## src/rtl/ext_finish_pkg.sv

```systemverilog
// ============================================================================
// Module      : ext_finish_pkg
// Description : Shared types and constants for the exit/finish request block.
// Revision    : 1.0 - initial release
// ============================================================================
`default_nettype none

package ext_finish_pkg;

  localparam int          FINISH_ARG_W      = 9;
  localparam int          EXITCODE_W        = 8;
  localparam int          GRACE_W           = 16;
  localparam logic [31:0] EXIT_ADDR_DEFAULT = 32'h4000_1000;

  typedef enum logic [2:0] {
    ST_IDLE  = 3'd0,
    ST_DRAIN = 3'd1,
    ST_WAIT  = 3'd2,
    ST_FIRE  = 3'd3,
    ST_DONE  = 3'd4
  } state_t;

  function automatic logic [FINISH_ARG_W-1:0] pack_finish(
    input logic                  finish,
    input logic [EXITCODE_W-1:0] code
  );
    return {finish, code};
  endfunction

endpackage

`default_nettype wire

```

## src/rtl/ext_finish_grace_ctr.sv

```systemverilog
// ============================================================================
// Module      : ext_finish_grace_ctr
// Description : Loadable down-counter that stops at 1 and flags that value.
// Revision    : 1.0 - initial release
// ============================================================================
`default_nettype none

module ext_finish_grace_ctr
  import ext_finish_pkg::*;
(
  input  logic               CLK,
  input  logic               RST,
  input  logic               load,
  input  logic [GRACE_W-1:0] load_val,
  input  logic               dec,
  output logic               at_one
);

  localparam logic [GRACE_W-1:0] c_one = GRACE_W'(1);

  logic [GRACE_W-1:0] r_count;

  // Decrement saturates at 1 so the counter can never wrap.
  always_ff @(posedge CLK) begin
    if (RST) begin
      r_count <= '0;
    end else if (load) begin
      r_count <= load_val;
    end else if (dec && (r_count > c_one)) begin
      r_count <= r_count - c_one;
    end
  end

  assign at_one = (r_count == c_one);

endmodule

`default_nettype wire

```

## src/rtl/ext_finish_req.sv

```systemverilog
// ============================================================================
// Module      : ext_finish_req
// Description : Latches an exit code from an MMIO store and, once the console
//               has drained and a grace interval has passed, pulses finish.
// Revision    : 1.0 - initial release
// ============================================================================
`default_nettype none

module ext_finish_req
  import ext_finish_pkg::*;
#(
  parameter logic [31:0] EXIT_ADDR    = EXIT_ADDR_DEFAULT,
  parameter int unsigned GRACE_CYCLES = 16
) (
  input  logic                    CLK,
  input  logic                    RST,
  input  logic                    req_valid,
  output logic                    req_ready,
  input  logic [31:0]             req_addr,
  input  logic [31:0]             req_data,
  input  logic [3:0]              req_byte_en,
  output logic                    rsp_valid,
  input  logic                    drain_busy,
  output logic [FINISH_ARG_W-1:0] finish_arg,
  output logic                    armed
);

  localparam logic [GRACE_W-1:0] c_grace = GRACE_CYCLES[GRACE_W-1:0];

  state_t                r_state;
  state_t                w_state_nxt;
  logic [EXITCODE_W-1:0] r_code;
  logic                  r_rsp_valid;
  logic                  w_accept;
  logic                  w_hit;
  logic                  w_capture;
  logic                  w_ctr_load;
  logic                  w_ctr_dec;
  logic                  w_at_one;
  logic                  w_unused;

  assign req_ready = (r_state == ST_IDLE) || (r_state == ST_DONE);
  assign w_accept  = req_valid && req_ready;

  // Only the low byte carries the code; the rest of the word is don't-care.
  assign w_hit     = (req_addr == EXIT_ADDR) && (req_addr[1:0] == 2'b00) && req_byte_en[0];
  assign w_capture = w_accept && w_hit && (r_state == ST_IDLE);
  assign w_unused  = ^{req_data[31:EXITCODE_W], req_byte_en[3:1]};

  always_ff @(posedge CLK) begin
    if (RST) begin
      r_state <= ST_IDLE;
    end else begin
      r_state <= w_state_nxt;
    end
  end

  always_comb begin
    w_state_nxt = r_state;
    w_ctr_load  = 1'b0;
    w_ctr_dec   = 1'b0;
    case (r_state)
      ST_IDLE: begin
        if (w_capture) begin
          w_state_nxt = ST_DRAIN;
        end
      end
      ST_DRAIN: begin
        if (!drain_busy) begin
          if (c_grace == '0) begin
            w_state_nxt = ST_FIRE;
          end else begin
            w_ctr_load  = 1'b1;
            w_state_nxt = ST_WAIT;
          end
        end
      end
      ST_WAIT: begin
        if (w_at_one) begin
          w_state_nxt = ST_FIRE;
        end else begin
          w_ctr_dec = 1'b1;
        end
      end
      ST_FIRE: begin
        w_state_nxt = ST_DONE;
      end
      ST_DONE: begin
        w_state_nxt = ST_DONE;
      end
      default: begin
        w_state_nxt = ST_IDLE;
      end
    endcase
  end

  always_ff @(posedge CLK) begin
    if (RST) begin
      r_code      <= '0;
      r_rsp_valid <= 1'b0;
    end else begin
      r_rsp_valid <= w_accept;
      if (w_capture) begin
        r_code <= req_data[EXITCODE_W-1:0];
      end
    end
  end

  ext_finish_grace_ctr u_grace_ctr (
    .CLK      (CLK),
    .RST      (RST),
    .load     (w_ctr_load),
    .load_val (c_grace),
    .dec      (w_ctr_dec),
    .at_one   (w_at_one)
  );

  assign rsp_valid  = r_rsp_valid;
  assign finish_arg = pack_finish(r_state == ST_FIRE, r_code);
  assign armed      = (r_state == ST_DRAIN) || (r_state == ST_WAIT) || (r_state == ST_FIRE);

endmodule

`default_nettype wire

```

## config.mk

```make
export PLATFORM = sky130hd
export DESIGN_NAME = ext_finish_req
export DESIGN_NICKNAME = d
export VERILOG_FILES = /design/src/rtl/ext_finish_pkg.sv /design/src/rtl/ext_finish_grace_ctr.sv /design/src/rtl/ext_finish_req.sv
export SDC_FILE = /design/constraint.sdc
export NUM_CORES = 1
export LEC_CHECK = 0
export ABC_AREA = 1
export CORE_AREA = 5 5 87 89
export DETAILED_ROUTE_END_ITERATION = 6
export DIE_AREA = 0 0 92 94
export HOLD_SLACK_MARGIN = 0.02
export SETUP_SLACK_MARGIN = 0.5
export SLEW_MARGIN = 5
export SYNTH_ARGS = -nofsm -noshare
export SYNTH_HDL_FRONTEND = slang
export SYNTH_SLANG_ARGS = --single-unit
```

## constraint.sdc

```tcl
create_clock -name CLK -period 1.54 [get_ports CLK]
set_clock_uncertainty 0.15 [all_clocks]
set_input_delay 0.154 -clock CLK [delete_from_list [all_inputs] [get_ports CLK]]
set_output_delay 0.154 -clock CLK [all_outputs]
set_load 0.02 [all_outputs]
```

==> run_results.csv, run 1 <==
group,metric,value,unit
power,p_leak,1.29,nW
outcome,violations,"setup timing",
route,route.met2.wl,2780,um
clocking,cts_tree,"yes",
final_layout,seq_area,603,um^2
clocking,cts-buffers-inserted,3,
critical_path,cp-start-kind,"register",
yosys,yosysTopAreaCellShare,34.5,%
critical_path,worstSetupPathType,"reg -> reg",
yosys,netlist_top_cells_count,"nand2_1, nor2_1, dfxtp_1, a21oi_1, inv_1",
final_layout,diodes,0,
yosys,synth.area.top_cells,"dfxtp_1, nand2_1, nor2_1",
outcome,status,"finished with violations",
die,fp.coreArea,0.00668,mm^2
clocking,clk_pin_slew_worst_paths,0.10,ns
grt,grt_first_pass_wirelength,8830,um
die,start_util,24.3,%
final_layout,drive_gt1_share,47.5,%
route,drt-met1-wl,2200,um
power,power.density,2750,mW/mm^2
route,firstDrtPassIters,4,
route,routed-wl-met3,194,um
critical_path,rrSetupSlack,-0.05,ns
yosys,synth-async-reset-ratio,0,%
die,io-pin-count,84,
grt,grt_antenna_before_repair,0,
hold_path,holdPathStages,3,
critical_path,critPathSlowestCell,"dfxtp_4",
yosys,ys_types,31,
route,vias,1942,
grt,gr-usage-all-layers,12.3,%
grt,overflow,0,
timing,layout_setup_ws,-0.0455,ns
die,num_rows,30,
timing,final_max_slew_viol_count,0,
timing,timing.final.crit_share,103,%
timing,grt_setup_unrepaired,"true",
route,drt_iter0_markers,86,
yosys,netlist_area,0.00162,mm^2
route,finalWirelength,5310,um
place,dp_hpwl,3550,um
yosys,netlist_instances,241,
die,die_w,92,um
final_layout,nNetsFinal,420,
yosys,ys_ff_latch,28,
die,chipHeight,94,um
timing,worstMarginPinSlew,0.297,ns
route,wl_per_cell,12.5,um
clocking,cts_max_level,1,
critical_path,crit_arrival,1.65,ns
timing,fmax,631,MHz
critical_path,cpPeakStageDelay,0.37,ns
power,p_total,0.00868,W
die,dieArea,0.00865,mm^2
critical_path,path_max_fanout,7,
critical_path,worstPathRequired,1.61,ns
job,drv_cap,0,
timing,setup_tns,-0.365,ns
yosys,synth_area_leader_cell,"dfxtp_1",
yosys,mappedNetlistNets,315,
timing,setup-violations-final,11,
hold_path,min_to,"rsp_valid",
critical_path,path_cells,"inv_4 -> ha_4 -> nand2_4 -> nor2_4 -> nand2_4 -> nand3_4 -> buf_6 -> nand2_1 -> a21oi_1",
yosys,synth_ff_type,"dfxtp_1",
yosys,yosysWarnings,0,
critical_path,r2r_cells,9,
yosys,syn_area_per_cell,6.73,um^2
grt,grt_max_degree,17,
timing,post-route-min-period,1.59,ns
place,port_buffers,56,
power,ir_worst_vdd,0.00105,V
final_layout,n_fill_cell,649,
clocking,cts_sinks,28,
critical_path,r2r_start,"u_grace_ctr.r_count[1]",
grt,grt_pass1_vias,2060,
route,ant_nets,0,
critical_path,end_kind,"register",
critical_path,r2r_end,"u_grace_ctr.r_count[15]",
final_layout,syn2layout_area_growth,94.7,%
timing,hold_viol_final,0,
final_layout,multi_input_area,0.00133,mm^2
hold_path,hold_class,"in -> reg",
place,gp_congestion,0.764,
route,top_layer_used,"met4",
yosys,seq_area_frac_synth,34.5,%
clocking,clk_latency,0.28,ns
route,avgViaCountPerCell,4.57,
clocking,cts_buffer_depth,2,
timing,slew_headroom,80.1,%
clocking,cts-root-buf,"clkbuf_8",
route,drcViolationCount,0,
critical_path,crit_path_frequent_cell,"nand2_4",
yosys,synth_edf_count,0,
hold_path,hold_start,"req_valid",
timing,whs,0.288,ns
[flip-flops by register name, summed over array words and instances, names as in the netlist]
name / flops
r_state: 3
u_grace_ctr.r_count: 16
r_code: 8
rsp_valid: 1
[cell usage in the layout (no fill, tap or decap), drive strengths merged, types with 2 or more instances in the layout]
| cell | n |
|---|---|
| ha | 2 |
| dfxtp | 28 |
| nor2 | 62 |
| nand3 | 10 |
| nand2 | 59 |
| xor2 | 7 |
| clkbuf | 3 |
| clkdlybuf4s50 | 41 |
| inv | 19 |
| dlygate4sd2 | 2 |
| a21oi | 18 |
| xnor2 | 3 |
| nor3 | 5 |
| buf | 56 |
| nand3b | 2 |
| o21ai | 12 |
| nor4 | 8 |
[cells by family after synthesis]
logic type      after synthesis  synth area share, %
flops                        28                 34.5
buf+inv                      21                 6.01
compound gates               31                 9.95
simple gates                149                 42.6
fa+ha+maj                     2                 1.54
xor+xnor                     10                 5.40
[worst max path at each step]
stage	start	endpoint	slack, ns	cells past startpoint
detailed placement	req_addr[1]	r_code[5]	-0.33	7
finish	u_grace_ctr.r_count[1]	u_grace_ctr.r_count[15]	-0.05	9
CTS	u_grace_ctr.r_count[0]	u_grace_ctr.r_count[14]	0.002	8
global placement	req_addr[1]	r_code[1]	-0.28	7
floorplan	u_grace_ctr.r_count[0]	u_grace_ctr.r_count[11]	0.1	10
global route	u_grace_ctr.r_count[1]	u_grace_ctr.r_count[15]	-0.12	9
[cell type report]
| cell class | instances | area share (%) |
|---|---|---|
| multi-input cells | 193 | 42.0 |
| repair buffers | 100 | 30.1 |
| flip-flops and latches | 28 | 19.1 |
| well taps | 80 | 3.17 |
| inverters | 17 | 2.65 |
| clock buffers | 3 | 1.31 |
| clock inverters | 1 | 0.950 |
| repair inverters | 3 | 0.713 |
[routing by layer]
metal	track usage (%)	vias up
met3	1.68	15
met5	0	-
li1	-	990
met4	5.20	0
met1	13.7	887
met2	23.3	50
[power breakdown]
part / switching [W] / internal, W / total, W
sequential: 0.000302 / 0.00101 / 0.00131
combinational: 0.00362 / 0.00314 / 0.00677
clock: 0.000247 / 0.000349 / 0.000596
[through the flow]
stage                     setup WS [ns]  cell area [um^2]  instances  util (%)
after global placement           -0.276              2490        397      37.3
final                           -0.0455              3160        425      47.3
after floorplan                  0.0989              1680        241         -
after global routing             -0.121              3160        425      47.3
after CTS                       0.00220              3020        421      45.2
after detailed placement         -0.326              2490        397      37.3
[what timing repair did]
action,CTS,global route
endpoints found under the setup margin,38,39
buffers inserted,16,4
hold buffers,0,0
gates resized for setup,157,32
gates cloned,4,0
pin swaps,40,14
[worst max-delay path: cells and delay by family (launching register included)]
family,cells,cell delay [ns]
flip-flops,1,0.37
adder cells (fa/ha/maj),1,0.13
AND/OR/NAND/NOR,5,0.52
buffers and inverters,2,0.23
AO/OA/AOI/OAI,1,0.11
Power figures use the tool's default switching activity.
==> run 2, diff against run 1 <==
HOLD_SLACK_MARGIN = 0.05   (was 0.02)
==> results of run 2 <==
No change in the layout: final DEF, timing and power equal those of run 1.
